`config.mk`:
```
export PLATFORM = sky130hd
export DESIGN_NAME = alu_arbiter
export DESIGN_NICKNAME = d
export VERILOG_FILES = /design/src/rtl/alu_arbiter.sv
export SDC_FILE = /design/constraint.sdc
export NUM_CORES = 1
export LEC_CHECK = 0
export CAP_MARGIN = 25
export CORE_AREA = 2 2 110 112
export CTS_BUF_LIST = sky130_fd_sc_hd__clkbuf_4
export DETAILED_ROUTE_END_ITERATION = 10
export DIE_AREA = 0 0 112 114
export MAX_ROUTING_LAYER = met4
export PLACE_DENSITY = 0.72
export RECOVER_POWER = 100
export SYNTH_ARGS = -nofsm -noshare
export SYNTH_HDL_FRONTEND = slang
export SYNTH_SLANG_ARGS = --single-unit
```
`constraint.sdc`:
```
create_clock -name Clk -period 2.08 [get_ports Clk]
set_input_delay 0.624 -clock Clk [delete_from_list [all_inputs] [get_ports Clk]]
set_output_delay 0.624 -clock Clk [all_outputs]
set_load 0.01 [all_outputs]
```
`src/rtl/alu_arbiter.sv`:
```
// Two-requester round-robin front end for a shared combinational ALU.
// Accepted operations return through a single registered response slot.
module alu_arbiter #(
  parameter int DWIDTH = 32
) (
  input  logic              Clk,
  input  logic              Reset,
  input  logic              Req0_Valid,
  output logic              Req0_Ready,
  input  logic [DWIDTH-1:0] Req0_A,
  input  logic [DWIDTH-1:0] Req0_B,
  input  logic [3:0]        Req0_OP,
  input  logic              Req1_Valid,
  output logic              Req1_Ready,
  input  logic [DWIDTH-1:0] Req1_A,
  input  logic [DWIDTH-1:0] Req1_B,
  input  logic [3:0]        Req1_OP,
  output logic [DWIDTH-1:0] ALU_In_A,
  output logic [DWIDTH-1:0] ALU_In_B,
  output logic [3:0]        ALU_OP,
  input  logic [DWIDTH-1:0] ALU_Out,
  input  logic              ALU_Zero_Flag,
  output logic              Rsp_Valid,
  input  logic              Rsp_Ready,
  output logic              Rsp_Id,
  output logic [DWIDTH-1:0] Rsp_Data,
  output logic              Rsp_Zero,
  output logic              Rsp_Err
);

  typedef enum logic {EMPTY = 1'b0, FULL = 1'b1} state_e;

  state_e            state_q, state_d;
  logic              last_q, last_d;
  logic [DWIDTH-1:0] data_q, data_d;
  logic              zero_q, zero_d;
  logic              id_q, id_d;
  logic              err_q, err_d;

  logic gnt0, gnt1, slot_free, accept;

  function automatic logic op_is_err(input logic [3:0] op);
    return op > 4'd9;
  endfunction

  always_comb begin
    // On a tie the requester that did not win the last acceptance goes first.
    gnt0       = Req0_Valid & (~Req1_Valid | last_q);
    gnt1       = Req1_Valid & (~Req0_Valid | ~last_q);
    slot_free  = (state_q == EMPTY) | Rsp_Ready;
    Req0_Ready = gnt0 & slot_free & ~Reset;
    Req1_Ready = gnt1 & slot_free & ~Reset;
    accept     = Req0_Ready | Req1_Ready;
  end

  always_comb begin
    ALU_In_A = '0;
    ALU_In_B = '0;
    ALU_OP   = '0;
    if (gnt0) begin
      ALU_In_A = Req0_A;
      ALU_In_B = Req0_B;
      ALU_OP   = Req0_OP;
    end else if (gnt1) begin
      ALU_In_A = Req1_A;
      ALU_In_B = Req1_B;
      ALU_OP   = Req1_OP;
    end
  end

  always_comb begin
    state_d = state_q;
    last_d  = last_q;
    data_d  = data_q;
    zero_d  = zero_q;
    id_d    = id_q;
    err_d   = err_q;
    if (accept) begin
      state_d = FULL;
      last_d  = Req1_Ready;
      data_d  = ALU_Out;
      zero_d  = ALU_Zero_Flag;
      id_d    = Req1_Ready;
      err_d   = op_is_err(ALU_OP);
    end else if (state_q == FULL && Rsp_Ready) begin
      state_d = EMPTY;
    end
  end

  always_ff @(posedge Clk) begin
    if (Reset) begin
      state_q <= EMPTY;
      last_q  <= 1'b1;
      data_q  <= '0;
      zero_q  <= 1'b0;
      id_q    <= 1'b0;
      err_q   <= 1'b0;
    end else begin
      state_q <= state_d;
      last_q  <= last_d;
      data_q  <= data_d;
      zero_q  <= zero_d;
      id_q    <= id_d;
      err_q   <= err_d;
    end
  end

  assign Rsp_Valid = (state_q == FULL);
  assign Rsp_Id    = id_q;
  assign Rsp_Data  = data_q;
  assign Rsp_Zero  = zero_q;
  assign Rsp_Err   = err_q;

endmodule

```
Word level (Yosys, flattened, before mapping):

Cells that the tools add are included.

* flip-flop bits (word level): 37
* bits of input ports: 174
* logic and storage cells: 32

* bitwise operators: 15
* muxes and demuxes: 8
* reduce and logical (&&, ||, !) cells: 2
* order comparisons: 1

Operators by type and width (count)
* $mux W32: 4
* $mux W4: 2
* $and A1 B1 Y1: 6
* $not A1 Y1: 5
* $gt A4 B4 Y1 const B: 1
* $or A1 B1 Y1: 4
* $mux W1: 2
* $reduce_bool A2 Y1: 1
* $logic_and A1 B1 Y1: 1

Logic depth before layout (Yosys ltp):

* depth after elaboration: 7
* mapped depth: 5

Worst setup path before layout:

Ideal clock, no wire load.

* path kind: input to output
* start point: in Reset
* end point: out Req1_Ready
* data required time: 1456 ps
* setup slack: 66 ps
* cell stages on the path: 4
* arrival time: 1390 ps
* cell sequence: clkbuf_1 inv_2 clkbuf_1 and3_1

* longest elaborated chain between the ends: 2

Ends and longest elaborated chain
* start, declared: RTL line 7 `input logic Reset,`
* $not A1 Y1: RTL line 52 `Req1_Ready = gnt1 & slot_free & ~Reset;`
* $and A1 B1 Y1: RTL line 52
* end, declared: RTL line 14 `output logic Req1_Ready,`

No other way between the ends.

Worst setup path after layout:

* start point: in Req1_Valid
* end point: out ALU_In_A[31]

* longest elaborated chain between the ends: 4
* elaborated cells between the ends (all ways): 6
* those cells by class: mux: 2; bitwise: 4

Ends and longest elaborated chain
* start, declared: RTL line 13 `input logic Req1_Valid,`
* $not A1 Y1: RTL line 48 `gnt0 = Req0_Valid & (~Req1_Valid | last_q);`
* $or A1 B1 Y1: RTL line 48
* $and A1 B1 Y1: RTL line 48
* $mux W32 *: RTL line 60 `if (gnt0) begin`
* end, declared: RTL line 18 `output logic [DWIDTH-1:0] ALU_In_A,`

Mark *: on every way between the ends. The rest lies on a longest branch, timed or not.

==> impl_metrics.env <==
export IMPL_status="finished, violations left"
export IMPL_violations="setup timing"
export IMPL_setup_ws_ps=-296
export IMPL_clk_pin_slew_ps=120
export IMPL_clockBufferDepth=2
export IMPL_die_h_um=114
export IMPL_crit_type="in2out"
export IMPL_path_max_fanout=7
export IMPL_synthToLayoutAreaGrowth_pct=144
export IMPL_p_per_area_mw_per_mm2=444
export IMPL_reg2regPathDepth=5
export IMPL_yosys_top_cells_area="dfxtp_1 (32%), a22o_1 (25%), o31ai_1 (11%), nand4_1 (8.8%), a21oi_1 (7.5%)"
export IMPL_grt_max_degree=69
export IMPL_drv_slew=0
export IMPL_cts_tree="yes"
export IMPL_synth_warnings=0
export IMPL_root_buffer="clkbuf_4"
export IMPL_critPathLaunchType="primary input"
export IMPL_layout_cells_non_filler=722
export IMPL_nets=742
export IMPL_min_period_ps=2380
export IMPL_fmax_mhz=421
export IMPL_rrSetupSlack_ps=470
export IMPL_dr_pass1_iters=5
export IMPL_vdd_drop_max_mv=0.256
export IMPL_hpwl_um=10900
export IMPL_cts_buffers_inserted=5
export IMPL_fin_skew_ps=6.00
export IMPL_slowest_stage="a22o_1"
export IMPL_core_mm2=0.0117
export IMPL_r2r_end="Rsp_Data[4]$_SDFFE_PP0P_"
export IMPL_viasPerCell=5.07
export IMPL_min_delay_start="Rsp_Data[27]$_SDFFE_PP0P_"
export IMPL_timing_max_cap_violations=0
export IMPL_yosysTopAreaCell="dfxtp_1"
export IMPL_synthArstFlopShare_pct=0
export IMPL_r2r_start="Rsp_Valid$_SDFFE_PP0P_"
export IMPL_grt_pass1_wl_um=22400
export IMPL_die_x_um=112
export IMPL_grt_antenna_before_repair=6
export IMPL_drtIter0Drc=285
export IMPL_drc=0
export IMPL_synth_most_common_cell="a22o_1"
export IMPL_syn_area_mm2=0.00235
export IMPL_power_leakage_nw=2.51
export IMPL_synth_edff_count=0
export IMPL_hold_class="reg2reg"
export IMPL_boundaryPins=280
export IMPL_synth_ff_type="dfxtp_1"
export IMPL_layout_drive_gt1_share_pct=25.8
export IMPL_synth_commonest_cells="a22o_1 (67), dfxtp_1 (37), a21oi_1 (35), o31ai_1 (34), nand4_1 (33)"
export IMPL_utilization_pct=49.0
export IMPL_start_util_pct=20.1
export IMPL_syn_avg_cell_area_um2=8.73
export IMPL_ys_seq_area_share_pct=31.5
export IMPL_clock_latency_ps=340
export IMPL_h_tree_depth=2
export IMPL_min_path_cells=2
export IMPL_grt_pass1_vias=3671
export IMPL_netlist_instances=269
export IMPL_cts_hold_buf=0
export IMPL_rsz0062_at_grt="true"
export IMPL_synth_top_area_share_pct=31.5
export IMPL_die_area_mm2=0.0128
export IMPL_worstPathRequired_ps=1460
export IMPL_finalHoldWorstSlack_ps=478
export IMPL_routed_wl_um=15700
export IMPL_vias=3657
export IMPL_clock_sinks=37
export IMPL_io_buffers=279
export IMPL_slowest_delay_ps=210
export IMPL_dp_cells=678
export IMPL_place_ws_ps=-1040
export IMPL_synthDistinctLibCells=27
export IMPL_tightest_slew_ps=793
export IMPL_gp_congestion=0.915
export IMPL_setup_viol=70
export IMPL_path_cells="buf_8 -> a21boi_4 -> buf_12 -> buf_8 -> buf_12 -> buf_16 -> a22o_1 -> buf_2"
export IMPL_rows=40
export IMPL_arrival_ps=1750
export IMPL_track_usage_pct=23.4
export IMPL_end_kind="output port"
export IMPL_post_route_period_util_pct=114
export IMPL_slew_headroom_pct=47.1
export IMPL_gr_total_overflow=0
export IMPL_hold_viol=0
export IMPL_detail_route_wl_per_cell_um=21.8
export IMPL_ant_nets=0
export IMPL_synth_seq_cells=37
export IMPL_syn_nets=443
export IMPL_finalPower_w=0.00255
export IMPL_whs_endpoint="Rsp_Data[27]$_SDFFE_PP0P_"
==> repair_timing <==
action	CTS	global route
setup endpoints to repair	70	70
gates cloned	11	2
pin swaps	40	10
buffers inserted	19	3
resized for setup	337	6
==> cell families (layout without fill, tap and decap cells) <==
kind of cell | Yosys count | after routing | synth area share [%]
compound gates | 143 | 143 | 46.4
other cells | 0 | 6 | 0
flops | 37 | 37 | 31.5
simple gates | 46 | 46 | 12.3
buf+inv | 43 | 343 | 9.80
==> state kept, by name (all words and copies together) (netlist names) <==
signal	count
Rsp_Data	32
Rsp_Zero	1
Rsp_Valid	1
Rsp_Err	1
Rsp_Id	1
last_q	1
==> cell type report <==
class / instances / area, µm²
Clock buffer: 5 / 37.5
Tap cell: 147 / 184
Clock inverter: 3 / 41.3
Timing Repair Buffer: 332 / 3300
Sequential cell: 37 / 742
Fill cell: 1088 / 5970
Multi-Input combinational cell: 189 / 1410
Antenna cell: 6 / 15.0
Inverter: 3 / 11.3
==> power by group <==
group	switching, W	internal (W)	total, W
combinational	0.000514	0.000759	0.00127
clock	0.000255	0.000249	0.000504
sequential	0.0000209	0.000750	0.000771
==> layer usage <==
layer,GRT usage [%],vias up,part of all wire [%]
met5,-,-,0
met2,38.1,191,49
li1,-,1708,-
met1,28.4,1740,41
met3,7.39,18,9.0
met4,5.77,0,1.7
==> worst max-delay path by stage <==
stage,cells after the start,startpoint,endpoint
after floorplan,4,Reset,Req1_Ready
after global placement,6,Req1_Valid,ALU_In_A[26]
after detailed placement,6,Req1_Valid,ALU_In_A[26]
after CTS,8,last_q$_SDFFE_PP1P_,ALU_In_A[31]
after global routing,7,last_q$_SDFFE_PP1P_,ALU_In_A[16]
final,8,Req1_Valid,ALU_In_A[31]
==> critical path, delay by kind of cell <==
family	cells	cell delay, ps
buffers and inverters	6	780
AO/OA/AOI/OAI	2	350
==> cell usage in the layout, fill, tap and decap left out, types with 2 or more instances in the layout <==
cell type,synthesis,final
a21oi_1,35,35
a22o_1,67,67
buf_12,0,9
buf_16,0,10
buf_2,16,60
buf_4,5,20
buf_6,4,20
buf_8,0,3
clkbuf_16,0,2
clkbuf_4,0,5
clkdlybuf4s50_1,0,170
dfxtp_1,37,36
diode_2,0,6
dlygate4sd3_1,0,35
inv_2,2,2
nand2_1,2,2
nand4_1,33,33
o211ai_1,2,2
o31ai_1,34,34
or2_2,2,2
==> through the flow <==
stage	area (µm²)	TNS, ps
global route	5740	-20500
detailed placement	5330	-69310
finish	5740	-16200
floorplan	2350	0
global placement	5330	-65750
CTS	5670	-16290
Note: power is estimated with default switching activity, not from simulation.
